<file path="config.mk">
export PLATFORM = sky130hd
export DESIGN_NAME = seg_scan_driver
export DESIGN_NICKNAME = d
export VERILOG_FILES = /design/src/rtl/seg_pkg.sv /design/src/rtl/seg_lz_mask.sv /design/src/rtl/seg_scan_driver.sv
export SDC_FILE = /design/constraint.sdc
export NUM_CORES = 1
export LEC_CHECK = 0
export ABC_AREA = 1
export BUFFER_PORTS_ARGS = -buffer_cell sky130_fd_sc_hd__buf_2
export CAP_MARGIN = 20
export CORE_MARGIN = 5
export CORE_UTILIZATION = 40
export CTS_BUF_LIST = sky130_fd_sc_hd__clkbuf_16
export DETAILED_ROUTE_END_ITERATION = 12
export PLACE_DENSITY = 0.61
export SETUP_SLACK_MARGIN = 0.02
export SLEW_MARGIN = 20
export SYNTH_ARGS = -nofsm -noshare
export SYNTH_HDL_FRONTEND = slang
export SYNTH_SLANG_ARGS = --single-unit
</file>
<file path="constraint.sdc">
create_clock -name clk -period 2.6 [get_ports clk]
set_clock_uncertainty 0.1 [all_clocks]
set_input_delay 0.26 -clock clk [delete_from_list [all_inputs] [get_ports clk]]
set_output_delay 0.26 -clock clk [all_outputs]
set_load 0.05 [all_outputs]
</file>
<file path="src/rtl/seg_pkg.sv">
// Shared types and constants for the 7-segment scan driver.
// Anything that depends on NUM_DIGITS is sliced from the widest-case constant here.
package seg_pkg;

  localparam int NIBBLE_W   = 4;
  localparam int MAX_DIGITS = 8;

  typedef enum logic {
    DEAD   = 1'b0,
    ACTIVE = 1'b1
  } scan_state_t;

  // Widest all-anodes-off pattern; users slice it down to their digit count.
  localparam logic [MAX_DIGITS-1:0] ANODES_OFF_ALL = '1;

  // Slot counter width: enough bits for the longer of the two phase lengths.
  function automatic int cnt_width(input int on_cycles, input int dead_cycles);
    int longest;
    longest = (on_cycles > dead_cycles) ? on_cycles : dead_cycles;
    return (longest < 2) ? 1 : $clog2(longest);
  endfunction

endpackage

</file>
<file path="src/rtl/seg_lz_mask.sv">
// Leading-zero blank mask: digit i (i>0) is blanked when blank_lz is set and
// every nibble from i up to the most significant digit is zero.
module seg_lz_mask
  import seg_pkg::*;
#(
  parameter int NUM_DIGITS = 4
) (
  input  logic [NIBBLE_W*NUM_DIGITS-1:0] value,
  input  logic                           blank_lz,
  output logic [NUM_DIGITS-1:0]          blank
);

  always_comb begin
    logic zero_above;
    // NOTE: every combinational output gets a default first so no path leaves it unassigned (no latch).
    blank      = '0;
    zero_above = 1'b1;
    // Walk downward from the MSD; digit 0 is never visited, so it is never blanked.
    for (int i = NUM_DIGITS - 1; i > 0; i--) begin
      zero_above = zero_above && (value[NIBBLE_W*i +: NIBBLE_W] == '0);
      blank[i]   = blank_lz && zero_above;
    end
  end

endmodule

</file>
<file path="src/rtl/seg_scan_driver.sv">
// Time-multiplexed scanner for a common-anode 7-segment bank: dead time, then one
// digit lit per slot, with the shown value swapped only at frame boundaries.
module seg_scan_driver
  import seg_pkg::*;
#(
  parameter int NUM_DIGITS  = 4,
  parameter int ON_CYCLES   = 50000,
  parameter int DEAD_CYCLES = 500
) (
  input  logic                           clk,
  input  logic                           rst,
  input  logic [NIBBLE_W*NUM_DIGITS-1:0] value_in,
  input  logic                           load,
  input  logic                           blank_lz,
  input  logic [NUM_DIGITS-1:0]          digit_en,
  output logic [NIBBLE_W-1:0]            nibble_out,
  output logic [NUM_DIGITS-1:0]          anode_n,
  output logic                           frame_start
);

  localparam int CNT_W = cnt_width(ON_CYCLES, DEAD_CYCLES);
  localparam int IDX_W = (NUM_DIGITS > 1) ? $clog2(NUM_DIGITS) : 1;
  localparam int VAL_W = NIBBLE_W * NUM_DIGITS;

  localparam logic [CNT_W-1:0]      DEAD_LAST  = CNT_W'(DEAD_CYCLES - 1);
  localparam logic [CNT_W-1:0]      ON_LAST    = CNT_W'(ON_CYCLES - 1);
  localparam logic [IDX_W-1:0]      IDX_LAST   = IDX_W'(NUM_DIGITS - 1);
  localparam logic [NUM_DIGITS-1:0] ANODES_OFF = ANODES_OFF_ALL[NUM_DIGITS-1:0];

  scan_state_t      state;
  logic [CNT_W-1:0] cnt;
  logic [IDX_W-1:0] idx;
  logic [VAL_W-1:0] pending;
  logic [VAL_W-1:0] display;

  logic [IDX_W-1:0]      idx_next;
  logic                  dead_done;
  logic                  active_done;
  logic                  frame_wrap;
  logic [NUM_DIGITS-1:0] blank;
  logic [NUM_DIGITS-1:0] idx_sel;
  logic [NUM_DIGITS-1:0] anode_active;
  logic [VAL_W-1:0]      fetch_src;
  logic [NIBBLE_W-1:0]   fetch_nibble;

  // Nibble of digit i; a compare loop keeps non-power-of-two digit counts in range.
  function automatic logic [NIBBLE_W-1:0] nibble_of(input logic [VAL_W-1:0] v,
                                                    input logic [IDX_W-1:0] i);
    logic [NIBBLE_W-1:0] r;
    r = '0;
    for (int d = 0; d < NUM_DIGITS; d++) begin
      if (i == IDX_W'(d)) r = v[NIBBLE_W*d +: NIBBLE_W];
    end
    return r;
  endfunction

  seg_lz_mask #(
    .NUM_DIGITS(NUM_DIGITS)
  ) u_lz_mask (
    .value   (display),
    .blank_lz(blank_lz),
    .blank   (blank)
  );

  always_comb begin
    dead_done   = (state == DEAD) && (cnt == DEAD_LAST);
    active_done = (state == ACTIVE) && (cnt == ON_LAST);
    idx_next    = (idx == IDX_LAST) ? '0 : idx + IDX_W'(1);
    frame_wrap  = active_done && (idx == IDX_LAST);

    for (int d = 0; d < NUM_DIGITS; d++) begin
      idx_sel[d] = (idx == IDX_W'(d));
    end
    anode_active = ~(idx_sel & digit_en & ~blank);

    // Digit 0 of a new frame must come from the value being copied in on this very edge.
    fetch_src    = frame_wrap ? pending : display;
    fetch_nibble = nibble_of(fetch_src, idx_next);
  end

  // NOTE: sequential state uses non-blocking assignments so every register samples pre-edge values.
  always_ff @(posedge clk or posedge rst) begin
    if (rst) begin
      state       <= DEAD;
      cnt         <= '0;
      idx         <= '0;
      nibble_out  <= '0;
      anode_n     <= ANODES_OFF;
      frame_start <= 1'b0;
    end else begin
      frame_start <= 1'b0;
      unique case (state)
        DEAD: begin
          if (dead_done) begin
            state       <= ACTIVE;
            cnt         <= '0;
            anode_n     <= anode_active;
            frame_start <= (idx == '0);
          end else begin
            cnt     <= cnt + CNT_W'(1);
            anode_n <= ANODES_OFF;
          end
        end
        ACTIVE: begin
          if (active_done) begin
            state      <= DEAD;
            cnt        <= '0;
            idx        <= idx_next;
            anode_n    <= ANODES_OFF;
            nibble_out <= fetch_nibble;
          end else begin
            cnt     <= cnt + CNT_W'(1);
            anode_n <= anode_active;
          end
        end
        default: begin
          state   <= DEAD;
          cnt     <= '0;
          anode_n <= ANODES_OFF;
        end
      endcase
    end
  end

  // Value path: loads land in pending; display only changes at the frame wrap.
  always_ff @(posedge clk or posedge rst) begin
    if (rst) begin
      pending <= '0;
      display <= '0;
    end else begin
      if (load) pending <= value_in;
      if (frame_wrap) display <= pending;
    end
  end

endmodule

</file>
==> impl_metrics.toml, run 1 <==
[place]
dpl_worst_slack_ns = 0.464
placed_cells = 440
place_hpwl_mm = 4.29
portBuffers = 32
gp_congestion = 0.869

[sta]
slew_headroom_pct = 49.3
max_slew.worst_pin.slew_ns = 0.760
slew_viol_final = 0
clock.fmax_ghz = 0.456
finalSetupViolCount = 0
hold_viol = 0
fin_ws_ns = 0.408
fin_setup_tns_ns = 0
holdWs_ns = 0.0111
fin_crit_sh_pct = 84.3
grt_setup_unrepaired = "false"
min_period_ns = 2.19

[yosys]
yosys_register_bits = 60
synthFlopType = "dfrtp_1"
syn_area_per_cell_um2 = 9.17
synthesis.area_um2 = 2890
synth-edff-count = 0
synth_cell_types = 34
async_flop_share_pct = 100
syn_inst = 315
syn_nets = 346
ys_seq_area_share_pct = 52.1
yosys_warnings = 0

[floorplan]
io_pins = 33
rows = 31
fp.dieArea_um2 = 9020
initial_core_util_pct = 40.5
die_w_um = 95.0
die_y_um = 95.0
coreArea_um2 = 7140

[route]
vias = 2145
dr.first_iter.drc_count = 114
viasPerCell = 4.69
wl_per_cell_um = 13.0
routed_wl_mm = 5.93
postRouteAntennaNets = 0
first_pass_iters = 4
drc = 0

[clocking]
numCtsBuffers = 9
cts-root-buf = "clkbuf_16"
cts.sinks = 60
insertion_delay_ns = 0.32
clkSlewWorstSetupHoldPaths_ns = 0.05
post_cts_buffers = 0
h-tree-depth = 3
clock_tree.buffer_depth = 2
cts_tree = "done"

[global_routing]
grt_pass1_wl_mm = 10.3
met1_usage_pct = 22.7
antenna_found_initial = 0
grt_overflow_total = 0
gr-usage-met2_pct = 19.5
grt_usage_pct = 14.9
top_usage_layer = "met1"
grt_max_degree = 61
gr-usage-met3_pct = 4.94
grt_pass1_vias = 2104

[critical_path]
crit_fanout = 22
timing.rr.end = "nibble_out[2]"
crit_type = "reg2reg"
arrival_ns = 2.30
start_kind = "register"
required_ns = 2.71
worstRegToRegCells = 12
rr_startpoint = "cnt[4]"
cp-startpoint = "cnt[4]"
reg2reg_setup_slack_ns = 0.41
setup.worst_path.end = "nibble_out[2]"
worstSetupEndpointType = "register"

[power_and_ir_drop]
finalPower_mw = 2.39
p_per_area_nw_per_um2 = 686
vdd_drop_max_v = 0.000307
p_leak_nw = 1.77

[layout]
area_growth_pct = 20.6
layout.cells.non_filler = 457
nets = 384
drive_above_1_share_pct = 28.2
num_antenna_cells = 0

[hold_path]
hp-class = "in2reg"
hold_start = "digit_en[2]"

[flow_run]
drv_cap = 0

[status]
status = "finished, final reports clean"
synth_stat cells, types with 2 or more instances:
master,n,area [um^2]
dfrtp_1,56,1400
o21ai_2,7,61.3
nor2_2,3,18.8
inv_1,34,128
mux2_2,10,113
xor2_1,4,35.0
a21oi_1,10,50.1
inv_2,10,37.5
nand2_1,67,251
nor4_1,4,25.0
nor3_1,5,25.0
dfstp_2,4,105
buf_2,2,10.0
nor2_1,22,82.6
nand3_1,17,85.1
ha_1,7,87.6
o21ai_1,2,10.0
nand2_2,9,56.3
nand4_1,16,100
buf_6,2,22.5
o21ai_0,10,50.1
buf_4,2,15.0
final cells by class:
type / count / area, um^2
multi-input cells: 203 / 1160
flip-flops and latches: 60 / 1510
clock buffers: 9 / 225
inverters: 44 / 165
clock inverters: 7 / 115
fillers: 706 / 3650
repair buffers: 35 / 185
well taps: 99 / 124
worst min path at each step:
stage | end | slack [ns] | cells after the start
global placement | anode_n[0] | 0.33 | 2
detailed placement | anode_n[0] | 0.33 | 2
global route | anode_n[2] | 0.006 | 2
floorplan | anode_n[0] | 0.23 | 1
finish | anode_n[2] | 0.01 | 2
CTS | anode_n[2] | 0.003 | 2
placed cells by master, fill, tap and decap left out, types with 3 or more instances in the layout:
cell type,count
nand3_1,17
ha_1,7
xor2_1,4
dfrtp_1,56
nand4_1,16
clkbuf_16,9
nor2_1,22
o21ai_2,7
dfstp_2,4
nor2_2,3
nor4_1,4
nand2_2,9
inv_1,33
bufinv_16,3
buf_2,32
nor3_1,5
inv_2,11
mux2_2,10
a21oi_1,10
nand2_1,67
o21ai_0,10
what timing repair did:
action,4_1_cts,5_1_grt
gates resized for setup,0,0
hold endpoints to repair,1,0
hold buffers,1,0
report_power, final:
part	leakage, nW	total (mW)	internal [mW]	switching (mW)
logic	0.832	0.0723	0.0319	0.0404
registers	0.776	0.969	0.959	0.0102
clock network	0.161	1.35	0.931	0.417
total	1.77	2.39	1.92	0.467
per-stage QoR:
step | instance area [um^2] | utilization, %
3_5_place_dp | 3130 | 43.9
5_1_grt | 3480 | 48.8
2_1_floorplan | 2890 | -
4_1_cts | 3480 | 48.8
6_report | 3480 | 48.8
3_3_place_gp | 3130 | 43.9
flip-flops by register name, indices dropped and copies added (netlist names):
signal / flops
frame_start: 1
display: 16
pending: 16
anode_n: 4
cnt: 16
idx: 2
state: 1
nibble_out: 4
layer usage:
metal / vias up / wire length [um]
met5: - / 0
met4: 0 / 56
met3: 6 / 266
met2: 35 / 2440
met1: 996 / 3170
li1: 1108 / -
cell families after synthesis:
group / share of synthesized area [%]
xor+xnor: 1.21
mux: 3.90
fa+ha+maj: 3.03
simple gates: 25.6
flops: 52.1
compound gates: 6.45
buf+inv: 7.62
critical path: stages (launching register included):
cell     delay, ns
dfrtp_1       0.41
inv_1         0.11
nand2_1       0.10
nor2_2        0.47
nand3_4       0.36
nand2_2       0.15
nand2_2       0.07
nand2_1       0.07
nand2_1       0.05
nand2_1       0.06
nand2_1       0.05
nand2_1       0.05
nand2_1       0.04
Power figures use the tool's default switching activity.
==> run 2, diff against run 1 <==
--- a/config.mk
+++ b/config.mk
@@ -5,14 +5,14 @@
 export SDC_FILE = /design/constraint.sdc
 export NUM_CORES = 1
 export LEC_CHECK = 0
-export ABC_AREA = 1
+export ABC_AREA = 0
 export BUFFER_PORTS_ARGS = -buffer_cell sky130_fd_sc_hd__buf_2
 export CAP_MARGIN = 20
 export CORE_MARGIN = 5
 export CORE_UTILIZATION = 40
 export CTS_BUF_LIST = sky130_fd_sc_hd__clkbuf_16
 export DETAILED_ROUTE_END_ITERATION = 12
-export PLACE_DENSITY = 0.61
+export PLACE_DENSITY = 0.63
 export SETUP_SLACK_MARGIN = 0.02
 export SLEW_MARGIN = 20
 export SYNTH_ARGS = -nofsm -noshare
==> constraint.sdc (replaced) <==
create_clock -name clk -period 2 [get_ports clk]
set_clock_uncertainty 0.1 [all_clocks]
set_input_delay 0.2 -clock clk [delete_from_list [all_inputs] [get_ports clk]]
set_output_delay 0.2 -clock clk [all_outputs]
set_load 0.05 [all_outputs]
==> impl_metrics.toml, run 2 <==
[yosys]
async_flop_share_pct = 100
synth_commonest_cells = "dfrtp_1 (56), mux2_2 (32), nand2_1 (25), nor2_1 (18), mux2i_1 (10)"
netlist_top_cells_area = "dfrtp_1 (49%), mux2_2 (13%), dfstp_2 (3.7%), mux2i_1 (3.5%), nand2_1 (3.3%)"
yosys_register_bits = 60
syn_inst = 240
yosysTopAreaCell = "dfrtp_1"
yosys_warnings = 0
syn_nets = 271
ys_seq_area_share_pct = 53.1
synthFlopType = "dfrtp_1"
synth-edff-count = 0
syn_area_per_cell_um2 = 11.8
synth_most_common_cell = "dfrtp_1"
synthesis.area_um2 = 2840
synth.top_cell.area_share_pct = 49.4
synth_cell_types = 41

[power_and_ir_drop]
intPower_mw = 2.12
p_sw_uw = 575
p_per_area_nw_per_um2 = 720
vdd_drop_max_v = 0.000626
p_leak_nw = 1.72
clkPwrFrac_pct = 48.4
p_seq_share_pct = 47.5
switching_share_pct = 21.3
combPwrFrac_pct = 4.2
finalPower_mw = 2.70

[floorplan]
die_y_um = 94.2
die_w_um = 94.2
initial_core_util_pct = 41.3
fp.dieArea_um2 = 8880
rows = 30
io_pins = 33
coreArea_um2 = 6870

[route]
drc = 0
routed_wl_mm = 6.12
wl_per_cell_um = 15.0
vias = 2015
viasPerCell = 4.94
dr.first_iter.drc_count = 52
postRouteAntennaNets = 0
first_pass_iters = 4

[clocking]
h-tree-depth = 3
clock_tree.buffer_depth = 2
clkSlewWorstSetupHoldPaths_ns = 0.05
cts_tree = "done"
insertion_delay_ns = 0.32
numCtsBuffers = 9
cts-root-buf = "clkbuf_16"
cts.sinks = 60

[layout]
register_area_um2 = 1510
layout_commonest_cell = "dfrtp_1"
area_growth_pct = 31.9
fin_area_um2 = 3740
nets = 338
finalCoreUtilization_pct = 54.5
num_antenna_cells = 0
most-common-layout-cells = "dfrtp_1 (55), buf_2 (32), mux2_2 (31)"
multi_input_area_um2 = 1370
fill_cells = 621
reg_top3 = "cnt: 16 flops, display: 16 flops, pending: 16 flops"
drive_above_1_share_pct = 42.0

[sta]
slew_viol_final = 0
slew_headroom_pct = 63.8
hold_viol = 0
holdWs_ns = 0.00821
fin_crit_sh_pct = 98.0
max_slew.worst_pin.slew_ns = 0.542
fin_setup_tns_ns = 0
clock.fmax_ghz = 0.510
grt_setup_unrepaired = "true"
finalSetupViolCount = 0
min_period_ns = 1.96

[global_routing]
grt_max_degree = 25
grt_overflow_total = 0
grt_pass1_wl_mm = 10.4
antenna_found_initial = 0
grt_usage_pct = 15.1
grt_pass1_vias = 2107

[critical_path]
start_kind = "register"
required_ns = 2.10
arrival_ns = 2.06
crit_fanout = 18
crit_type = "reg2reg"
worstSetupEndpointType = "register"

[place]
gp_congestion = 0.790
portBuffers = 32
postPlaceCellArea_um2 = 3300
place_hpwl_mm = 4.35

[status]
status = "finished, final reports clean"

[hold_path]
hp-class = "in2reg"

[flow_run]
drv_cap = 0
-- run 2: cell count changes in the layout (fill, tap and decap cells not counted), moves of 7 or more --
cell,before,now
nand2_1,67,24
inv_1,33,7
buf_4,2,23
mux2_2,10,31
nand3_1,17,6
nand4_1,16,5
inv_2,11,1
mux2i_1,0,8
nand2_2,9,1
xnor2_1,0,7
-- run 2: final cells by class --
class	count	area share [%]
Clock buffer	9	6.01
Sequential cell	60	40.3
Inverter	5	0.501
Timing Repair Buffer	66	12.8
Multi-Input combinational cell	165	36.5
Tap cell	96	3.21
Clock inverter	7	0.768
-- run 2: kinds of logic after synthesis --
logic type / share of synthesized area (%)
buf+inv: 2.34
fa+ha+maj: 3.08
mux: 18.2
flops: 53.1
xor+xnor: 4.01
compound gates: 4.67
simple gates: 14.6
-- run 2: worst paths after layout --
check	start	to	slack [ns]	cells after the start
max	cnt[1]	display[15]	0.04	6
min in group asynchronous	rst	pending[6]	0.37	3
min reg2reg	nibble_out[1]	nibble_out[1]	0.39	2
min	value_in[11]	pending[11]	0.008	2
max reg2reg	cnt[1]	display[15]	0.04	6
max in group asynchronous	rst	cnt[4]	0.82	4
-- run 2: metal layers --
metal  global-route usage (%)  part of all wire (%)
met2                     23.1                    48
met3                     4.97                   3.6
met5                        0                     0
met1                     20.6                    48
met4                     3.97                  0.96
-- run 2: what timing repair did --
action,CTS,global route
setup buffers,1,2
pin swaps,1,7
endpoints found under the setup margin,7,27
hold buffers,6,0
endpoints found under the hold margin,23,0
gates resized for setup,2,23
-- run 2: power by group through the flow --
stage	clock, mW	sequential, mW	combinational (mW)
final	1.30	1.28	0.112
after global routing	1.40	1.28	0.129
after CTS	1.34	1.28	0.115
after detailed placement	0	1.30	0.106
after global placement	0	1.30	0.103
after floorplan	0	1.28	0.0643
-- run 2: critical path, cell delays in order (launching register included) --
cell     delay [ns]
dfrtp_1        0.35
ha_2           0.19
and3_4         0.19
nand4_1        0.22
nor3_4         0.23
buf_12         0.20
mux2_2         0.36
-- run 2: through the flow --
stage | cells | setup slack (ns)
finish | 408 | 0.0399
global route | 408 | -0.0738
CTS | 406 | 0.0207
detailed placement | 383 | 0.0152
global placement | 383 | 0.0469
floorplan | 240 | -0.107
==> run 3, diff against run 2 <==
--- a/config.mk
+++ b/config.mk
@@ -12,7 +12,7 @@
 export CORE_UTILIZATION = 40
 export CTS_BUF_LIST = sky130_fd_sc_hd__clkbuf_16
 export DETAILED_ROUTE_END_ITERATION = 12
-export PLACE_DENSITY = 0.63
+export PLACE_DENSITY_LB_ADDON = 0.15
 export SETUP_SLACK_MARGIN = 0.02
 export SLEW_MARGIN = 20
 export SYNTH_ARGS = -nofsm -noshare
==> impl_metrics.toml, run 3 (synthesis results as in run 2) <==
[floorplan]
initial_core_util_pct = 41.3
io_pins = 33
coreArea_um2 = 6870
die_w_um = 94.2
rows = 30
die_y_um = 94.2
fp.dieArea_um2 = 8880

[clocking]
cts_tree = "done"
clock_tree.buffer_depth = 2
cts-root-buf = "clkbuf_16"
cts.sinks = 60
h-tree-depth = 3
numCtsBuffers = 9
clkSlewWorstSetupHoldPaths_ns = 0.05
insertion_delay_ns = 0.32

[route]
vias = 1993
postRouteAntennaNets = 0
viasPerCell = 4.79
routed_wl_mm = 5.94
first_pass_iters = 4
dr.first_iter.drc_count = 73
wl_per_cell_um = 14.3
drc = 0

[layout]
drive_above_1_share_pct = 41.3
num_antenna_cells = 0
register_area_um2 = 1510
area_growth_pct = 34.5
reg_top3 = "cnt: 16 flops, display: 16 flops, pending: 16 flops"
fill_cells = 587
finalCoreUtilization_pct = 55.6
most-common-layout-cells = "dfrtp_1 (56), mux2_2 (32), buf_2 (32)"
nets = 346
multi_input_area_um2 = 1340
layout_commonest_cell = "dfrtp_1"

[sta]
clock.fmax_ghz = 0.519
fin_ws_ns = 0.0733
grt_setup_unrepaired = "true"
max_slew.worst_pin.slew_ns = 0.590
slew_headroom_pct = 60.6
min_period_ns = 1.93
slew_viol_final = 0
finalSetupViolCount = 0
hold_viol = 0
fin_crit_sh_pct = 96.3

[power_and_ir_drop]
p_leak_nw = 1.77
vdd_drop_max_v = 0.000474
p_per_area_nw_per_um2 = 777

[flow_run]
drv_cap = 0

[critical_path]
start_kind = "register"
timing.rr.end = "nibble_out[2]"
required_ns = 2.09
rr_startpoint = "idx[0]"
reg2reg_setup_slack_ns = 0.07
crit_fanout = 4
crit_type = "reg2reg"
worstSetupEndpointType = "register"
arrival_ns = 2.02
worstRegToRegCells = 8

[global_routing]
grt_usage_pct = 15.1
grt_pass1_wl_mm = 10.1
grt_max_degree = 35
antenna_found_initial = 0
grt_pass1_vias = 2032
grt_overflow_total = 0

[status]
status = "finished, final reports clean"

[hold_path]
hold_end = "pending[11]"
hp-class = "in2reg"
whs_path_depth = 2
hold_start = "value_in[11]"

[place]
place_hpwl_mm = 4.24
dpl_worst_slack_ns = -0.0594
portBuffers = 32
gp_congestion = 0.787
-- run 3: timing repair --
item / 4_1_cts / 5_1_grt
hold buffers: 8 / 0
resized for setup: 5 / 14
hold endpoints to repair: 29 / 0
buffers inserted: 1 / 4
cloned: 0 / 0
pin swaps: 1 / 0
endpoints found under the setup margin: 7 / 16
-- run 3: final cells by class --
class	count	share of cell area (%)
flip-flops and latches	60	39.4
multi-input cells	165	35.0
repair buffers	74	13.9
clock buffers	9	5.90
well taps	96	3.15
clock inverters	7	2.13
inverters	5	0.491
-- run 3: metal layers --
| layer | global-route usage (%) | share of wire [%] |
|---|---|---|
| met1 | 21.5 | 51 |
| met3 | 4.49 | 3.7 |
| met2 | 21.2 | 44 |
| met5 | 0 | 0 |
| met4 | 6.14 | 1.4 |
-- run 3: worst max-delay path by stage --
stage / to / start / cells after the start / slack [ns]
after floorplan: display[10] / cnt[11] / 5 / -0.11
after global placement: nibble_out[0] / idx[1] / 6 / 0.02
after detailed placement: nibble_out[0] / idx[1] / 6 / -0.06
after CTS: nibble_out[1] / idx[1] / 8 / 0.02
after global routing: nibble_out[3] / idx[0] / 8 / -0.003
final: nibble_out[2] / idx[0] / 8 / 0.07
-- run 3: through the flow --
stage / setup TNS (ns) / cells / power [mW] / hold slack [ns] / instance area [um^2]
floorplan: -0.943 / 240 / 1.35 / 0.169 / 2850
global placement: 0 / 387 / 1.40 / 0.210 / 3310
detailed placement: -0.108 / 387 / 1.40 / 0.207 / 3310
CTS: 0 / 412 / 3.01 / 0.000434 / 3740
global route: -0.00291 / 416 / 3.09 / 0.00332 / 3820
finish: 0 / 416 / 2.97 / 0.00880 / 3820
-- run 3: critical path: stages (launching register included) --
cell and delay (ns):
dfrtp_1 0.42, buf_4 0.15, buf_4 0.13, ha_2 0.19
inv_1 0.15, nor4_4 0.07, buf_4 0.16, a2111oi_4 0.33
a21oi_1 0.11
-- run 3: report_power, final --
group	total (mW)	internal, mW	switching (mW)	leakage (nW)
registers	1.28	1.25	0.0289	0.774
logic	0.112	0.0638	0.0486	0.841
clock network	1.57	1.07	0.504	0.152
